==> config.mk <==
export PLATFORM = sky130hd
export DESIGN_NAME = serial_binary_to_bcd
export DESIGN_NICKNAME = d
export VERILOG_FILES = /design/src/rtl/serial_binary_to_bcd.sv
export SDC_FILE = /design/constraint.sdc
export NUM_CORES = 1
export LEC_CHECK = 0
export ABC_AREA = 1
export CORE_ASPECT_RATIO = 0.9
export CORE_MARGIN = 2
export CORE_UTILIZATION = 40
export CTS_CLUSTER_DIAMETER = 200
export DETAILED_ROUTE_END_ITERATION = 8
export GPL_ROUTABILITY_DRIVEN = 0
export PLACE_DENSITY = 0.6
export SYNTH_ARGS = -nofsm -noshare
export SYNTH_HDL_FRONTEND = slang
export SYNTH_SLANG_ARGS = --single-unit
==> constraint.sdc <==
create_clock -name clk -period 2.1 [get_ports clk]
set_clock_uncertainty 0.15 [all_clocks]
set_input_delay 0.42 -clock clk [delete_from_list [all_inputs] [get_ports clk]]
set_output_delay 0.42 -clock clk [all_outputs]
set_load 0.03 [all_outputs]
==> src/rtl/serial_binary_to_bcd.sv <==
// Serial binary-to-BCD converter using shift-and-add-3 (double dabble).
// It converts one input bit per clock and uses a start/done handshake.
// If the configured digit count is too small for the input value,
// the converter raises an overflow flag.
module serial_binary_to_bcd #(
  parameter int WIDTH  = 8,
  parameter int DIGITS = 3
) (
  input  logic                  clk,
  input  logic                  reset,
  input  logic                  start,
  input  logic [WIDTH-1:0]      bin,
  output logic                  busy,
  output logic                  done,
  output logic [4*DIGITS-1:0]   bcd,
  output logic                  overflow
);

  localparam int SW = 4 * DIGITS;
  localparam int CW = $clog2(WIDTH + 1);
  localparam logic [CW-1:0] LAST = CW'(WIDTH - 1);

  typedef enum logic [1:0] {
    IDLE  = 2'd0,
    SHIFT = 2'd1,
    DONE  = 2'd2
  } state_t;

  state_t          state;
  state_t          state_next;
  logic [WIDTH-1:0] shreg;
  logic [SW-1:0]    scratch;
  logic [SW-1:0]    corrected;
  logic [SW-1:0]    shifted;
  logic             spill;
  logic             sticky;
  logic [CW-1:0]    cnt;
  logic             accept;
  logic             last;

  // A start request is only honoured when no conversion is running.
  assign accept = start && (state != SHIFT);
  assign last   = (state == SHIFT) && (cnt == LAST);

  // Add-3 correction on every digit that is 5 or more, all digits in parallel.
  always_comb begin
    // NOTE: assign a default to every always_comb output first, so that no path can infer a latch.
    corrected = scratch;
    for (int k = 0; k < DIGITS; k++) begin
      if (scratch[4*k +: 4] >= 4'd5) begin
        corrected[4*k +: 4] = scratch[4*k +: 4] + 4'd3;
      end
    end
  end

  // The corrected scratch shifts left. The next binary MSB enters at the
  // bottom, and the bit that leaves the top digit is the spill bit.
  assign spill   = corrected[SW-1];
  assign shifted = {corrected[SW-2:0], shreg[WIDTH-1]};

  // State register.
  always_ff @(posedge clk) begin
    // NOTE: sequential state is assigned with non-blocking (<=), so every flop samples pre-edge values.
    if (reset) begin
      state <= IDLE;
    end else begin
      state <= state_next;
    end
  end

  // Next-state logic and status outputs, decoded from the registered state only.
  always_comb begin
    state_next = state;
    busy       = 1'b0;
    done       = 1'b0;
    unique case (state)
      IDLE: begin
        if (start) state_next = SHIFT;
      end
      SHIFT: begin
        busy = 1'b1;
        if (last) state_next = DONE;
      end
      DONE: begin
        done       = 1'b1;
        state_next = start ? SHIFT : IDLE;
      end
      default: state_next = IDLE;
    endcase
  end

  // Datapath: load on accept, shift one bit per SHIFT cycle, publish on the last bit.
  always_ff @(posedge clk) begin
    if (reset) begin
      shreg    <= '0;
      scratch  <= '0;
      sticky   <= 1'b0;
      cnt      <= '0;
      bcd      <= '0;
      overflow <= 1'b0;
    end else if (accept) begin
      shreg   <= bin;
      scratch <= '0;
      sticky  <= 1'b0;
      cnt     <= '0;
    end else if (state == SHIFT) begin
      shreg   <= shreg << 1;
      scratch <= shifted;
      sticky  <= sticky | spill;
      cnt     <= cnt + CW'(1);
      if (last) begin
        bcd      <= shifted;
        overflow <= sticky | spill;
      end
    end
  end

endmodule
==> metrics <==
first-pass GRT wire length 7000 µm; worst slew pin tran 385 ps; layout cells sized above 1 0.103; most frequent cells in the layout nand2_1, dfxtp_1, inv_1; Fill cells 495; crit path DAT 1330 ps; Seq pwr share 0.493; # rows 23; post-detail-place hpwl 2980 µm; DR WL met3 ~140 µm; Worst EP required 1530 ps; post-route cell area around 0.0024 mm²; cts hold-fix bufs 0; nets 319; Netlist Area Pre-Place 0.00192 mm²; Ys Warns 0; WL per Instance 11.0 µm; Final setup viols 0; starting density of the core 0.423; Sw Ratio 0.251; Slew HR 0.741; critical path's slowest cell clkdlybuf4s50_1; Syn Nets 287; core area around 0.0045 mm²; status complete, no violations; Clk pwr share 0.380; Final Cycle Share 0.904; largest net degree at the start of global routing 19; max incr delay on CP 690 ps; Setup TNS Final 0 ps; Clock Pin Slew Worst Setup and Hold Paths 80 ps; H-Tree Level Count 2; CTS tree done; Pre-Repair DR Iteration Count 4; vias in the first global route between 1.5k and 2k; Buf/Inv on CP 1; CTS max path bufs 2; worst vdd ir 0.420 mV; WL final 4000 µm; GR Overflow Total 0; Post-Synthesis Cells 269; R2R cell count 10; vias per cell 4.66; Comb power frac 0.127; P_int 1220 µW; max layer used met4; Met2 Routed Length 1740 µm; worst-path fanout max 2; #FFs+latches synth 40; via count 1695; switching power ~410 µW; Worst setup SP type flop; Hold Vio Cnt, Final 0; clock sink count 40; Antenna diodes 0; Seq/Total Area, Yosys 0.417; clock buffer count from CTS 5; min cycle time layout 1900 ps; Critical Path Stages 1; Chip Width between 70 and 80 µm; area occupied by registers 801 µm²; leakage 0.00111 µW; reg2reg setup slack between 300 and 400 ps; area taken by multi-input logic gates 901 µm²; critical path, cell by cell clkdlybuf4s50_1; height of the die 69.8 µm; num ports 26; Slew Limit Fails 0; Area growth syn-to-layout 22.3%; unrepaired setup endpoints after global routing false; crit end category output port; commonest non-fill, non-tap cell in the layout nand2_1; HP Class reg -> reg; cell family with the largest share of critical-path delay buffers and inverters; Iter 0 DRT Violations 73; worst hold path depth 2; max frequency 527 MHz; unique cell type count in the Yosys netlist 24; DP Area 0.00224 mm²; PwrDens 690 mW/mm²; max_cap viols 0; Die ar. between 0.005 and 0.006 mm²; worst skew pair latency between 200 and 300 ps; # port buffers 25; initial antenna violation count 0; clock root buffer clkbuf_8; Syn Area/Cell 7.14 µm²; Setup CP Type reg -> out; Total GRT Usage 0.161; met1 WL 2070 µm; antenna viol nets, final 0; DR DRC count 0; post-CTS setup buffer count 0
-- state kept, by name, indices dropped and copies added, names as in the netlist --
signal    cells
bcd          12
cnt           4
overflow      1
scratch      12
shreg         8
state         2
sticky        1
-- cell families (layout without fill, tap and decap cells) --
family                     count (synthesis)  in the layout  synth area share
buffers and inverters                     49             82             0.115
and+or+nand+nor                          118            118             0.267
adders and majority gates                  7              7            0.0456
AOI/OAI and AO/OA                         54             54             0.152
DFF                                       40             40             0.417
xor gates and xnor gates                   1              1           0.00456
-- per-stage QoR --
step           hold slack [ps]  utilization  setup WS (ps)  total power, µW  cells
2_1_floorplan              280            -            666              964    269
6_report                   307        0.517            202             1620    364
3_5_place_dp               295        0.493            297             1020    356
4_1_cts                    308        0.517           10.4             1650    364
5_1_grt                    339        0.517            153             1710    364
3_3_place_gp               294        0.493            308             1020    356
-- worst register-to-register path: stages, from the launching register on --
cell and delay [ps]:
dfxtp_1 370, ha_1 190, inv_1 60, nor2_2 90, nand2_2 80, nor2_4 260
inv_1 170, nor2_1 110, nand2_1 60, nand2_1 50, inv_1 30
-- path summary, 6_finish.rpt --
kind                             start       end
worst max-delay path            bcd[7]    bcd[7]
worst max register to register  cnt[0]  overflow
worst min-delay path            sticky    sticky
worst min register to register  sticky    sticky
-- Yosys cell counts --
library cell / count / area (µm²)
nand2_1: 81 / 304
dfxtp_1: 40 / 801
inv_1: 39 / 146
o21ai_0: 27 / 135
nand3_1: 21 / 105
a21oi_1: 20 / 100
ha_1: 7 / 87.6
nor2_1: 7 / 26.3
a21oi_2: 4 / 35.0
buf_4: 3 / 22.5
buf_6: 3 / 33.8
inv_2: 2 / 7.51
nand2_2: 2 / 12.5
nor2_2: 2 / 12.5
nor2_4: 2 / 22.5
buf_2: 1 / 5.00
clkbuf_2: 1 / 5.00
nand2_4: 1 / 11.3
nand4_1: 1 / 6.26
nor3b_2: 1 / 12.5
o211ai_1: 1 / 7.51
o21ai_1: 1 / 5.00
o21ai_2: 1 / 8.76
xor2_1: 1 / 8.76
-- layout make-up --
class,count,area share
inverter,41,0.0655
sequential,40,0.341
clock buffer,6,0.0309
clock inverter,2,0.0149
multi-input combinational,180,0.383
tap,62,0.0330
timing repair buffer,33,0.132
-- power groups by stage --
| stage | Clock, µW | Sequential, µW | Combinational (µW) |
|---|---|---|---|
| 2_1_floorplan | 0 | 814 | 150 |
| 3_3_place_gp | 0 | 818 | 206 |
| 3_5_place_dp | 0 | 818 | 206 |
| 4_1_cts | 639 | 800 | 207 |
| 5_1_grt | 666 | 803 | 236 |
| 6_report | 618 | 800 | 206 |
-- layer usage --
layer / up-vias / global-route usage
li1: 915 / -
met5: - / 0
met3: 4 / 0.0352
met4: 0 / 0.0635
met1: 747 / 0.218
met2: 29 / 0.249
-- timing repair --
action                     4_1_cts  5_1_grt
hold endpoints to repair         0        0
resized for setup                0        1
setup endpoints to repair        0        1
Note: power is estimated with default switching activity, not from simulation.
